[src/rtl/pll_lock_supervisor.sv]
// PLL bring-up supervisor: pulses PLL reset, waits for a stable lock and only then releases sys_rst.
// Optional status counters (relock_cnt, timeout_cnt) are built when PLL_SUP_STATUS_EN is defined.
module pll_lock_supervisor #(
  parameter int RST_CYCLES    = 16,
  parameter int LOCK_TIMEOUT  = 50000,
  parameter int STABLE_CYCLES = 1024,
  parameter int CNT_W         = 16
) (
  input  logic       clk,
  input  logic       rst,
  input  logic       lock_in,
  input  logic       restart,
  output logic       pll_reset,
  output logic       sys_rst,
  output logic       ready,
  output logic       timeout,
`ifdef PLL_SUP_STATUS_EN
  output logic [7:0] relock_cnt,
  output logic [7:0] timeout_cnt,
`endif
  output logic [2:0] state_o
);

  typedef enum logic [2:0] {
    PLL_RST   = 3'd0,
    WAIT_LOCK = 3'd1,
    QUALIFY   = 3'd2,
    RUN       = 3'd3
  } state_t;

  localparam logic [CNT_W-1:0] RST_LAST    = CNT_W'(RST_CYCLES - 1);
  localparam logic [CNT_W-1:0] TIMEOUT_LAST = CNT_W'(LOCK_TIMEOUT - 1);
  localparam logic [CNT_W-1:0] STABLE_LAST = CNT_W'(STABLE_CYCLES - 1);

  state_t           state_q, state_d;
  logic [CNT_W-1:0] cnt_q, cnt_d;
  logic             lock_meta_q, lock_s_q;
  logic             pll_reset_q, pll_reset_d;
  logic             sys_rst_q, sys_rst_d;
  logic             ready_q, ready_d;
  logic             timeout_q, timeout_d;
  logic             cnt_clear;

  // lock_in is asynchronous to clk; only lock_s_q is allowed into the FSM.
  always_ff @(posedge clk or posedge rst) begin
    if (rst) begin
      lock_meta_q <= 1'b0;
      lock_s_q    <= 1'b0;
    end else begin
      lock_meta_q <= lock_in;
      lock_s_q    <= lock_meta_q;
    end
  end

  always_comb begin
    state_d   = state_q;
    timeout_d = 1'b0;
    cnt_clear = 1'b0;
    if (restart) begin
      state_d   = PLL_RST;
      cnt_clear = 1'b1;
    end else begin
      case (state_q)
        PLL_RST: begin
          if (cnt_q == RST_LAST) state_d = WAIT_LOCK;
        end
        WAIT_LOCK: begin
          // A lock seen on the final timeout cycle still wins over the retry.
          if (lock_s_q) begin
            state_d = QUALIFY;
          end else if (cnt_q == TIMEOUT_LAST) begin
            state_d   = PLL_RST;
            timeout_d = 1'b1;
          end
        end
        QUALIFY: begin
          if (!lock_s_q)                 state_d = WAIT_LOCK;
          else if (cnt_q == STABLE_LAST) state_d = RUN;
        end
        RUN: begin
          if (!lock_s_q) state_d = PLL_RST;
        end
        default: state_d = PLL_RST;
      endcase
    end
    if (state_d != state_q) cnt_clear = 1'b1;
    cnt_d = cnt_clear ? '0 : cnt_q + CNT_W'(1);
    // Outputs registered from next state so they change on the same edge as state.
    pll_reset_d = (state_d == PLL_RST);
    sys_rst_d   = (state_d != RUN);
    ready_d     = (state_d == RUN);
  end

  always_ff @(posedge clk or posedge rst) begin
    if (rst) begin
      state_q     <= PLL_RST;
      cnt_q       <= '0;
      pll_reset_q <= 1'b1;
      sys_rst_q   <= 1'b1;
      ready_q     <= 1'b0;
      timeout_q   <= 1'b0;
    end else begin
      state_q     <= state_d;
      cnt_q       <= cnt_d;
      pll_reset_q <= pll_reset_d;
      sys_rst_q   <= sys_rst_d;
      ready_q     <= ready_d;
      timeout_q   <= timeout_d;
    end
  end

  assign pll_reset = pll_reset_q;
  assign sys_rst   = sys_rst_q;
  assign ready     = ready_q;
  assign timeout   = timeout_q;
  assign state_o   = state_q;

`ifdef PLL_SUP_STATUS_EN
  logic [7:0] relock_cnt_q, relock_cnt_d;
  logic [7:0] timeout_cnt_q, timeout_cnt_d;
  logic       relock_ev;

  // A restart out of RUN is deliberate, not a loss of lock.
  assign relock_ev = (state_q == RUN) && (state_d == PLL_RST) && !restart;

  always_comb begin
    relock_cnt_d  = relock_cnt_q;
    timeout_cnt_d = timeout_cnt_q;
    if (relock_ev && (relock_cnt_q != 8'hff))  relock_cnt_d  = relock_cnt_q + 8'd1;
    if (timeout_d && (timeout_cnt_q != 8'hff)) timeout_cnt_d = timeout_cnt_q + 8'd1;
  end

  always_ff @(posedge clk or posedge rst) begin
    if (rst) begin
      relock_cnt_q  <= 8'd0;
      timeout_cnt_q <= 8'd0;
    end else begin
      relock_cnt_q  <= relock_cnt_d;
      timeout_cnt_q <= timeout_cnt_d;
    end
  end

  assign relock_cnt  = relock_cnt_q;
  assign timeout_cnt = timeout_cnt_q;
`endif

endmodule

[config.mk]
export PLATFORM = sky130hd
export DESIGN_NAME = pll_lock_supervisor
export DESIGN_NICKNAME = d
export VERILOG_FILES = /design/src/rtl/pll_lock_supervisor.sv
export SDC_FILE = /design/constraint.sdc
export NUM_CORES = 1
export LEC_CHECK = 0
export ABC_AREA = 1
export BUFFER_PORTS_ARGS = -buffer_cell sky130_fd_sc_hd__buf_2
export CORE_MARGIN = 5
export CORE_UTILIZATION = 25
export DETAILED_ROUTE_END_ITERATION = 10
export GPL_ROUTABILITY_DRIVEN = 0
export PLACE_DENSITY = 0.41
export SYNTH_ARGS = -nofsm -noshare
export SYNTH_HDL_FRONTEND = slang
export SYNTH_SLANG_ARGS = --single-unit
[constraint.sdc]
create_clock -name clk -period 1.6 [get_ports clk]
set_clock_uncertainty 0.1 [all_clocks]
set_input_delay 0.32 -clock clk [delete_from_list [all_inputs] [get_ports clk]]
set_output_delay 0.32 -clock clk [all_outputs]
set_load 0.005 [all_outputs]
Word-level counts from Yosys, hierarchy flattened

Index checks and enable logic that the tools add are counted.
Widths: inputs -> output; s select.

Output and inout port bits: 7
Word-level logic and storage cells: 35
Register bits: 25

Mux-type cells: 15
Eq/ne operators: 9
Reductions and logical operators: 2
$add $sub $neg: 1

Operators with widths:

| cell                  | number |
|---|---|
| $mux 3                | 7 |
| $add 16x1->16 const B | 1 |
| $eq 16x10->1 const B  | 1 |
| $eq 16x16->1 const B  | 1 |
| $eq 16x4->1 const B   | 1 |
| $mux 16               | 1 |
| $pmux 3 s4            | 1 |
| $eq 3x2->1 const B    | 3 |
| $logic_not 3->1       | 2 |
| $mux 1                | 6 |
| $eq 3x1->1 const B    | 1 |
| $ne 3x2->1 const B    | 1 |
| $ne 3x3->1            | 1 |

Depth between registers and ports, before layout

Gate-level depths: netlist (run 1).

Depth in word-level cells: 8
Depth in mapped cells: 13
Depth with buffers taken out: 12

Least setup slack after synthesis (run 1)

Ideal clock, no wire load.

Path kind: reg2reg
From: register cnt_q[0]
To: register cnt_q[5]
Data arrival time: 1.464 ns
Path slack: -0.086 ns
Period minus slack after synthesis: 1.686 ns
Library setup time: 0.122 ns
Stages on the path, launching flop included: 12
Cells stage by stage: dfrtp_1 ha_1 nand3_4 nor2_2 nand2_1 nand2_1 nand2_1 nand2_2 nand3_1 nand3_4 buf_6 nor2_2

Cells in the longest elaborated chain, start to end: 8

RTL lines:

| element                                      | line   | source |
|---|---|---|
| start: declaration                           | 36     | `logic [CNT_W-1:0] cnt_q, cnt_d;` |
| start signal: assignment                     | 104    | `cnt_q <= cnt_d;` |
| $eq 16x10->1 or $eq 16x16->1 (tied branches) | 78, 71 |  |
| $mux 3 (on tied branches)                    | 78, 71 |  |
| $mux 3 (on tied branches)                    | 77, 69 |  |
| $pmux 3 s4                                   | 63     | `case (state_q)` |
| $mux 3                                       | 59     | `if (restart) begin` |
| $ne 3x3->1                                   | 86     | `if (state_d != state_q) cnt_clear = 1'b1;` |
| $mux 1                                       | 86     |  |
| $mux 16 (*)                                  | 87     | `cnt_d = cnt_clear ? '0 : cnt_q + CNT_W'(1);` |
| net cnt_d[5]                                 | 36     |  |

Mark *: on every way through the listed nets, which the timed path passes. The rest lies on a longest branch.

Final worst setup path (run 1)

From: register cnt_q[0]
To: register cnt_q[4]

The elaborated chain is that of the path after synthesis.

==> results of run 1 <==
[per-layer routing]
| layer | vias up | part of all wire, % |
|---|---|---|
| li1 | 558 | - |
| met1 | 515 | 45 |
| met2 | 20 | 50 |
| met3 | 2 | 4.6 |
| met4 | 0 | 0.28 |
| met5 | - | 0 |
[repair_timing]
action / CTS / global route
hold endpoints to repair: 23 / 0
endpoints found under the setup margin: 16 / 19
buffers inserted: 4 / 2
gates resized for setup: 4 / 9
cloned: 0 / 0
pin swaps: 4 / 3
hold buffers: 1 / 0
[cell type report]
cell class,instances,area [µm²]
Clock buffer,3,41.3
Clock inverter,1,8.76
Fill cell,555,3250
Inverter,22,83.8
Multi-Input combinational cell,102,612
Sequential cell,25,628
Tap cell,70,87.6
Timing Repair Buffer,45,332
[worst max-delay path by stage]
| stage | to | slack (ns) | depth (start not counted) |
|---|---|---|---|
| 2_1_floorplan | cnt_q[5] | 0.007 | 11 |
| 3_3_place_gp | cnt_q[0] | -0.14 | 11 |
| 3_5_place_dp | cnt_q[4] | -0.20 | 11 |
| 4_1_cts | cnt_q[4] | -0.12 | 12 |
| 5_1_grt | cnt_q[4] | -0.26 | 12 |
| 6_report | cnt_q[4] | -0.12 | 12 |
[worst register-to-register path: cells and delay by family, from the launching register on]
family,cells,cell delay [ns]
buf+inv,1,0.16
flops,1,0.43
simple gates,10,0.79
fa+ha+maj,1,0.18
[cell usage in the layout, fill, tap and decap left out, types with 2 or more instances in the layout]
cell type,n
dfstp_2,2
xnor2_1,3
inv_1,20
nand3_1,4
a21oi_1,2
nand3_4,2
clkbuf_8,3
or2_2,2
nand2_2,6
nor3_1,4
nor2_1,18
buf_2,10
xor2_1,8
nor2_4,2
buf_4,32
o211ai_1,2
dfrtp_1,23
nand2_1,22
nand4_1,6
nor2_2,15
[sequential cells by signal, indices dropped and copies added (netlist names)]
name,count
cnt_q,16
state_o,3
lock_meta_q,1
lock_s_q,1
pll_reset,1
ready,1
sys_rst,1
timeout,1
[metrics by stage]
stage | TNS (ns) | util [%] | instance area (µm²) | hold slack, ns | instances
after floorplan | 0 | - | 1310 | 0.231 | 150
after global placement | -1.97 | 32.7 | 1650 | 0.241 | 258
after detailed placement | -2.86 | 32.7 | 1650 | 0.239 | 258
after CTS | -1.55 | 34.9 | 1760 | 0.0313 | 267
after global routing | -4.05 | 35.6 | 1790 | 0.0327 | 268
final | -1.71 | 35.6 | 1790 | 0.0401 | 268
[power by group]
group | switching [µW] | internal, µW | leakage, µW
clock network | 226 | 183 | 0.0000261
registers | 5.24 | 638 | 0.000334
logic | 33.2 | 23.8 | 0.000528
[logic make-up after synthesis]
kind of cell / Yosys count / synth area share [%]
compound gates: 5 / 2.34
flops: 25 / 48.9
buf+inv: 23 / 7.40
other cells: 1 / 0.292
xor+xnor: 11 / 7.50
simple gates: 84 / 32.6
fa+ha+maj: 1 / 0.974
==> metrics, run 1 <==
Die Wd=81.7 µm; count leader, synth=nand2_1; first-pass GRT wire length=5.02 mm; Post-synth top cells=nand2_1, nor2_1, dfrtp_1, inv_1, nor2_2; CTS H-tree lvls=1; met3 GRT Util=2.85%; Syn. warnings=0; Hold Violations, Final=0; I/O pin cnt=11; share of layout cells above drive strength 1=41.4%; crit path kind=register to register; Setup violations, final=18; post-route DRC violation count=0; P_leak=0.000889 µW; HPWL Detailed=2.12 mm; final worst slack=-0.123 ns; PD cells=619 nW/µm²; worst min-delay path class=primary input to register; Worst Path Arrival=1.84 ns; WL per Instance=10.5 µm; all-layer global routing usage=9.79%; Clock Latency Late Sink=0.28 ns; register bit total from synthesis=25; antenna viol nets, final=0; post-place setup slack=-0.202 ns; clk slew on worst S/H paths=0.10 ns; top_reg_cell synth=dfrtp_1; MaxCap Viol Count=0; DIE HEIGHT=81.7 µm; Longest Clk Path Bufs=2; Hold Path Stages=1; I/O Buffers=10; fraction of registers with async set/reset=100%; Antenna Cells=0; syn nets=155; global route overflow=0; TritonCTS Buffers=3; Crit. Startpoint=cnt_q[0]; CP required=1.71 ns; Initial Utilization=25.5%; overall power=1110 µW; critical path's slowest cell=dfrtp_1; Vias=1095; WHS Endpoint=lock_meta_q; fin crit period=1.72 ns; final slew viol count=0; Top delay family on crit path=simple AND/OR/NAND/NOR gates; met1 usage in global routing=13.0%; fmax=580 MHz; failing checks=setup timing; EDFF count, synth=0; CP Max Fanout=14; Worst VDD drop=0.000484 V; GRT busiest layer=met2; final WL=2.82 mm; largest net degree at the start of global routing=26; CTS tree=yes; Root Buffer=clkbuf_8; Num Clock Sinks=25; max incr delay on CP=0.43 ns; initial DRC count=50; Mapped Area=1280 µm²; area leader, netlist=dfrtp_1; initial antenna violation count=0; met2 GRT Util=16.2%; source of the worst hold timing path=lock_in; # rows=26; status=finished with violations; CP bufs+invs=1; Critical Path Sink Type=register; count of cell types in the netlist=23; Syn Area/Cell=8.57 µm²; first-pass iteration count of the detailed router=4; core area=5040 µm²; Cells after Synth=150; Avg Vias per Cell=4.09; Synth top area share=44.8%; worst reg2reg path depth=12; CP dominant cell by count=nand2_2; synth top area cells=dfrtp_1, nand2_1, nor2_1, inv_1, xor2_1; CP Launch Type=register; Reg2Reg Launch Point=cnt_q[0]; FF-to-FF setup slack=-0.12 ns; vias in the first global route=1118; RR Endpoint=cnt_q[4]; Tcrit/Tclk final=108%; RSZ-0062 raised after global routing=true; Layout Nets=204; die area=6670 µm²; Critical Path, Cell by Cell=ha_4, nand3_4, nor2_4, nand2_2, nand2_1, nand2_1, nand2_2, nand2_2, nand2_2, nand3_4, buf_12, nor2_1; synthesis-to-layout area growth=39.5%; sequential area share after synthesis=48.9%
Note: power is estimated with default switching activity, not from simulation.
==> run 2: changes to the inputs <==
--- a/config.mk
+++ b/config.mk
@@ -8,10 +8,11 @@
 export ABC_AREA = 1
 export BUFFER_PORTS_ARGS = -buffer_cell sky130_fd_sc_hd__buf_2
 export CORE_MARGIN = 5
-export CORE_UTILIZATION = 25
+export CORE_UTILIZATION = 52
 export DETAILED_ROUTE_END_ITERATION = 10
 export GPL_ROUTABILITY_DRIVEN = 0
-export PLACE_DENSITY = 0.41
+export PLACE_DENSITY = 0.74
+export SKIP_CTS_REPAIR_TIMING = 1
 export SYNTH_ARGS = -nofsm -noshare
 export SYNTH_HDL_FRONTEND = slang
 export SYNTH_SLANG_ARGS = --single-unit
==> run 2 against run 1 <==
Net effect:
- the flow still finishes with violations (setup timing)
- combinational power decreased by 2%
- cell area decreased by 6.6%
- sequential power about the same
- maximum frequency decreased by 0.47%
- first-iteration DRC count decreased by 64%
- clock power decreased by 31%
- total power decreased by 11%
- utilization increased by 34 points
- final cell count decreased by 17%
- clock-buffer cell count unchanged
- via count increased by 2.0%
- critical endpoint is now cnt_q[11]
==> metrics, run 2 (same netlist as run 1, synthesis figures left out) <==
critical path's slowest cell=dfrtp_1 (unchanged); Critical Path, Cell by Cell=ha_4, nand3_4, nor2_4, nand2_2, nand2_1, nand2_1, nand2_2, nand2_2, nand2_4, nand3_4, nor2_2 (was ha_4, nand3_4, nor2_4, nand2_2, nand2_1, nand2_1, nand2_2, nand2_2, nand2_2, nand3_4, buf_12, nor2_1); setup TNS=-1.86 ns (was -1.71 ns); Hold WS=0.285 ns (was 0.0401 ns); Hold Violations, Final=0 (unchanged); core area=2410 µm² (was 5040 µm²); WL per Instance=12.9 µm (was 10.5 µm); final worst slack=-0.132 ns (was -0.123 ns); Worst Path Arrival=1.88 ns (was 1.84 ns); synthesis-to-layout area growth=30.3% (was 39.5%); CP Depth=11 (was 12); Num Clock Sinks=25 (unchanged); fmax=578 MHz (was 580 MHz); CP Max Fanout=8 (was 14); Antenna Cells=0 (unchanged); initial DRC count=18 (was 50); Avg Vias per Cell=5.03 (was 4.09); DIE HEIGHT=59.7 µm (was 81.7 µm); met2 routed WL=1.48 mm (was 1.40 mm); CP Launch Type=register (unchanged); CTS tree=yes (unchanged); Root Buffer=clkbuf_4 (was clkbuf_8); Clock Latency Late Sink=0.31 ns (was 0.28 ns); Fill cells=174 (was 555); HPWL Detailed=2.01 mm (was 2.12 mm); met1 wire length=1.14 mm (was 1.28 mm); Tcrit/Tclk final=108% (about the same); status=finished with violations (unchanged); CTS H-tree lvls=1 (unchanged); Hold Path Stages=0 (was 1); failing checks=setup timing (unchanged); max incr delay on CP=0.44 ns (was 0.43 ns); PD cells=586 nW/µm² (was 619 nW/µm²); antenna viol nets, final=0 (unchanged); Critical Path Sink Type=register (unchanged); Layout Nets=198 (was 204); Longest Clk Path Bufs=2 (unchanged); Vias=1117 (was 1095); TritonCTS Buffers=3 (unchanged); Worst VDD drop=0.000736 V (was 0.000484 V); RSZ-0062 raised after global routing=true (unchanged); I/O pin cnt=11 (unchanged); area of the multi-input gates=632 µm² (was 612 µm²); die area=3570 µm² (was 6670 µm²); most common cell after layout, fill and taps aside=buf_4 (unchanged); global route overflow=0 (unchanged); final slew viol count=0 (unchanged); initial antenna violation count=0 (unchanged); vias in the first global route=1057 (was 1118); top routing layer in use=met4 (unchanged); fin crit period=1.73 ns (was 1.72 ns); Largest register FFs=16 (unchanged); Die Wd=59.7 µm (was 81.7 µm); Initial Utilization=53.3% (was 25.5%); worst min-delay path class=register to register (was primary input to register); share of layout cells above drive strength 1=38.5% (was 41.4%); all-layer global routing usage=16.4% (was 9.79%); largest net degree at the start of global routing=26 (unchanged); WL met3=153 µm (was 131 µm); Setup violations, final=16 (was 18); first-pass iteration count of the detailed router=7 (was 4); final WL=2.86 mm (was 2.82 mm); post-route DRC violation count=0 (unchanged); I/O Buffers=10 (unchanged); commonest cells after routing, fill and taps aside=buf_4, nand2_1, dfrtp_1, inv_1, nor2_1 (was buf_4, dfrtp_1, nand2_1, inv_1, nor2_1); CP dominant cell by count=nand2_2 (unchanged); P_leak=0.000829 µW (was 0.000889 µW); worst reg2reg path depth=11 (was 12); FF+latch area=628 µm² (unchanged); # rows=18 (was 26); first-pass GRT wire length=4.45 mm (was 5.02 mm); crit path kind=register to register (unchanged); CP bufs+invs=0 (was 1); Top reg by flops=cnt_q (unchanged); MaxCap Viol Count=0 (unchanged); Top delay family on crit path=simple AND/OR/NAND/NOR gates (unchanged); CP required=1.75 ns (was 1.71 ns); Core Util, Final=69.5% (was 35.6%); clk slew on worst S/H paths=0.14 ns (was 0.10 ns)
[run 2: cell count changes in the layout (fill, tap and decap cells not counted), moves of 2 or more]
| cell | before | now |
|---|---|---|
| buf_4 | 32 | 26 |
| clkbuf_4 | 0 | 3 |
| clkbuf_8 | 3 | 0 |
| nand2_1 | 22 | 24 |
| nand2_2 | 6 | 4 |
[run 2: per-stage QoR]
step	power, µW	cell area (µm²)	worst slack [ns]	cells
floorplan	686	1310	0.00750	150
global route	1030	1670	-0.288	222
finish	982	1670	-0.132	222
CTS	973	1570	-0.247	215
global placement	697	1540	-0.106	211
detailed placement	701	1540	-0.218	211
[run 2: layout make-up]
type | instances | share of cell area, %
well taps | 30 | 2.24
multi-input cells | 103 | 37.7
inverters | 22 | 5.01
clock buffers | 3 | 1.35
clock inverters | 1 | 0.299
repair buffers | 38 | 15.8
flip-flops and latches | 25 | 37.5
[run 2: metal layers]
metal  GRT usage [%]  vias to the layer above
met5               0                        -
met1            19.9                      527
li1                -                      546
met4            4.43                        0
met2            30.2                       34
met3            1.94                       10
[run 2: report_power, final]
part | total [µW] | switching (µW) | internal, µW
combinational | 55.9 | 35.5 | 20.5
sequential | 644 | 5.65 | 638
clock | 282 | 188 | 93.3
total | 982 | 229 | 752
[run 2: path summary, 6_finish.rpt]
path | endpoint | start | slack, ns
min | lock_s_q | lock_meta_q | 0.28
min in group asynchronous | cnt_q[1] | rst | 0.48
max | cnt_q[11] | cnt_q[0] | -0.13
max in group asynchronous | sys_rst | rst | 0.62
min reg2reg | lock_s_q | lock_meta_q | 0.28
max reg2reg | cnt_q[11] | cnt_q[0] | -0.13
[run 2: worst reg2reg max path, delay by kind of cell, from the launching register on]
family | cells | cell delay (ns)
flip-flops | 1 | 0.44
adder cells (fa/ha/maj) | 1 | 0.18
AND/OR/NAND/NOR | 10 | 0.95
==> run 3: changes to the inputs <==
--- a/config.mk
+++ b/config.mk
@@ -9,8 +9,10 @@
 export BUFFER_PORTS_ARGS = -buffer_cell sky130_fd_sc_hd__buf_2
 export CORE_MARGIN = 5
 export CORE_UTILIZATION = 52
+export CTS_BUF_LIST = sky130_fd_sc_hd__clkbuf_16
 export DETAILED_ROUTE_END_ITERATION = 10
 export GPL_ROUTABILITY_DRIVEN = 0
+export MAX_ROUTING_LAYER = met4
 export PLACE_DENSITY = 0.74
 export SKIP_CTS_REPAIR_TIMING = 1
 export SYNTH_ARGS = -nofsm -noshare
==> run 3 against run 2 <==
Net effect:
- the flow finishes with violations (hold timing, setup timing)
- non-clock buffer count shrank 2
- utilization grew 1.3 points
- final cell count fell by 0.90%
- via count decreased by 0.27%
- combinational power shrank 6.1%
- first-iteration DRC count rose by 50%
- sequential share of layout area fell by 0.72 points
- critical path type unchanged
- largest power group unchanged
==> metrics, run 3 (same netlist as run 1, synthesis figures left out) <==
Antenna Cells=0 (unchanged); Root Buffer=clkbuf_16 (was clkbuf_4); crit path kind=register to register (unchanged); first-pass GRT wire length=4.64 mm (was 4.45 mm); CP Max Fanout=8 (unchanged); HPWL Detailed=2.01 mm (unchanged); worst min-delay path class=primary input to async pin (was register to register); Fill cells=165 (was 174); P_leak=0.000844 µW (was 0.000829 µW); Hold Violations, Final=4 (was 0); commonest cells after routing, fill and taps aside=buf_4, nand2_1, dfrtp_1, inv_1, nor2_1 (unchanged); PD cells=731 nW/µm² (was 586 nW/µm²); global route overflow=0 (unchanged); synthesis-to-layout area growth=32.8% (was 30.3%); Top reg by flops=cnt_q (unchanged); antenna viol nets, final=0 (unchanged); WL per Instance=13.7 µm (was 12.9 µm); Clock Latency Late Sink=0.26 ns (was 0.31 ns); sw frac=20.5% (was 23.4%); clock share of power=44.2% (was 28.7%); post-route DRC violation count=0 (unchanged); clk slew on worst S/H paths=0.06 ns (was 0.14 ns); MaxCap Viol Count=0 (unchanged); Critical Path Sink Type=register (unchanged); Vias=1114 (was 1117); fmax=566 MHz (was 578 MHz); Gate power share=4.2% (was 5.7%); FF+latch area=628 µm² (unchanged); I/O Buffers=10 (unchanged); RSZ-0062 raised after global routing=true (unchanged); most common cell after layout, fill and taps aside=buf_4 (unchanged); internal power=993 µW (was 752 µW); Avg Vias per Cell=5.06 (was 5.03); Worst VDD drop=0.000741 V (was 0.000736 V); setup TNS=-2.36 ns (was -1.86 ns); TritonCTS Buffers=3 (unchanged); all-layer global routing usage=18.2% (was 16.4%); CP required=1.69 ns (was 1.75 ns); Worst Path Arrival=1.86 ns (was 1.88 ns); Largest register FFs=16 (unchanged); Initial Utilization=53.3% (unchanged); area of the multi-input gates=632 µm² (unchanged); Sequential Power Share=51.6% (was 65.6%); CTS tree=yes (unchanged); vias in the first global route=1091 (was 1057); # rows=18 (unchanged); fin crit period=1.77 ns (was 1.73 ns); Setup violations, final=16 (unchanged); Psw=255 µW (was 229 µW); initial antenna violation count=0 (unchanged); Num Clock Sinks=25 (unchanged); Tcrit/Tclk final=110% (was 108%); status=finished with violations (unchanged); CP Launch Type=register (unchanged); core area=2410 µm² (unchanged); Longest Clk Path Bufs=2 (unchanged); Die Wd=59.7 µm (unchanged); DIE HEIGHT=59.7 µm (unchanged); CTS H-tree lvls=1 (unchanged); I/O pin cnt=11 (unchanged); largest net degree at the start of global routing=26 (unchanged); failing checks=hold timing, setup timing (was setup timing); initial DRC count=27 (was 18); Hold WS=-0.00466 ns (was 0.285 ns); final slew viol count=0 (unchanged); final worst slack=-0.166 ns (was -0.132 ns); share of layout cells above drive strength 1=38.9% (was 38.5%); final WL=3.01 mm (was 2.86 mm); die area=3570 µm² (unchanged); Layout Nets=196 (was 198); first-pass iteration count of the detailed router=4 (was 7)
-- run 3: changes by cell type in the layout (fill, tap and decap cells not counted) --
cell           delta
clkbuf_16         +3
dlygate4sd3_1     -2
clkbuf_4          -3
-- run 3: per-stage QoR --
step           total power [µW]  instance area, µm²  std cells  util [%]  setup slack [ns]
5_1_grt                    1300                1710        220      70.8            -0.287
4_1_cts                    1250                1620        215      67.4            -0.238
2_1_floorplan               686                1310        150         -           0.00750
6_report                   1250                1710        220      70.8            -0.166
3_3_place_gp                697                1540        211      64.1            -0.106
3_5_place_dp                701                1540        211      64.1            -0.218
-- run 3: worst paths after layout --
check                             from     endpoint  slack (ns)  depth (start not counted)
max                           cnt_q[5]    cnt_q[14]       -0.17                         11
min                                rst     lock_s_q      -0.005                          3
max reg2reg                   cnt_q[5]    cnt_q[14]       -0.17                         11
min reg2reg                lock_meta_q     lock_s_q        0.27                          0
max in group asynchronous          rst      sys_rst        1.11                          3
min in group clk               lock_in  lock_meta_q        0.07                          1
-- run 3: power groups by stage --
stage / clock network (µW) / registers (µW) / logic [µW]
2_1_floorplan: 0 / 655 / 31.6
3_3_place_gp: 0 / 655 / 42.2
3_5_place_dp: 0 / 656 / 45.3
4_1_cts: 565 / 644 / 45.7
5_1_grt: 595 / 645 / 59.9
6_report: 551 / 644 / 52.5
-- run 3: cell type report --
type | count | share of cell area, %
Multi-Input combinational cell | 103 | 37.0
Sequential cell | 25 | 36.8
Timing Repair Buffer | 36 | 14.4
Inverter | 22 | 4.91
Clock buffer | 3 | 4.40
Tap cell | 30 | 2.20
Clock inverter | 1 | 0.293
-- run 3: worst max-delay path, cell delays in order (launching register included) --
cell     delay [ns]
dfrtp_1        0.43
nor2_2         0.16
nand2_1        0.07
nor2_1         0.17
nand2_2        0.09
nand2_1        0.06
nand2_1        0.06
nand2_2        0.09
nand2_2        0.08
nand2_4        0.09
nand3_4        0.15
nor2_2         0.15
-- run 3: metal layers --
layer	global-route usage [%]	share of wire, %	vias to the layer above
met5	-	0	-
met4	9.18	4.0	0
met3	2.59	3.7	13
met2	31.3	53	26
met1	20.4	40	528
li1	-	-	547
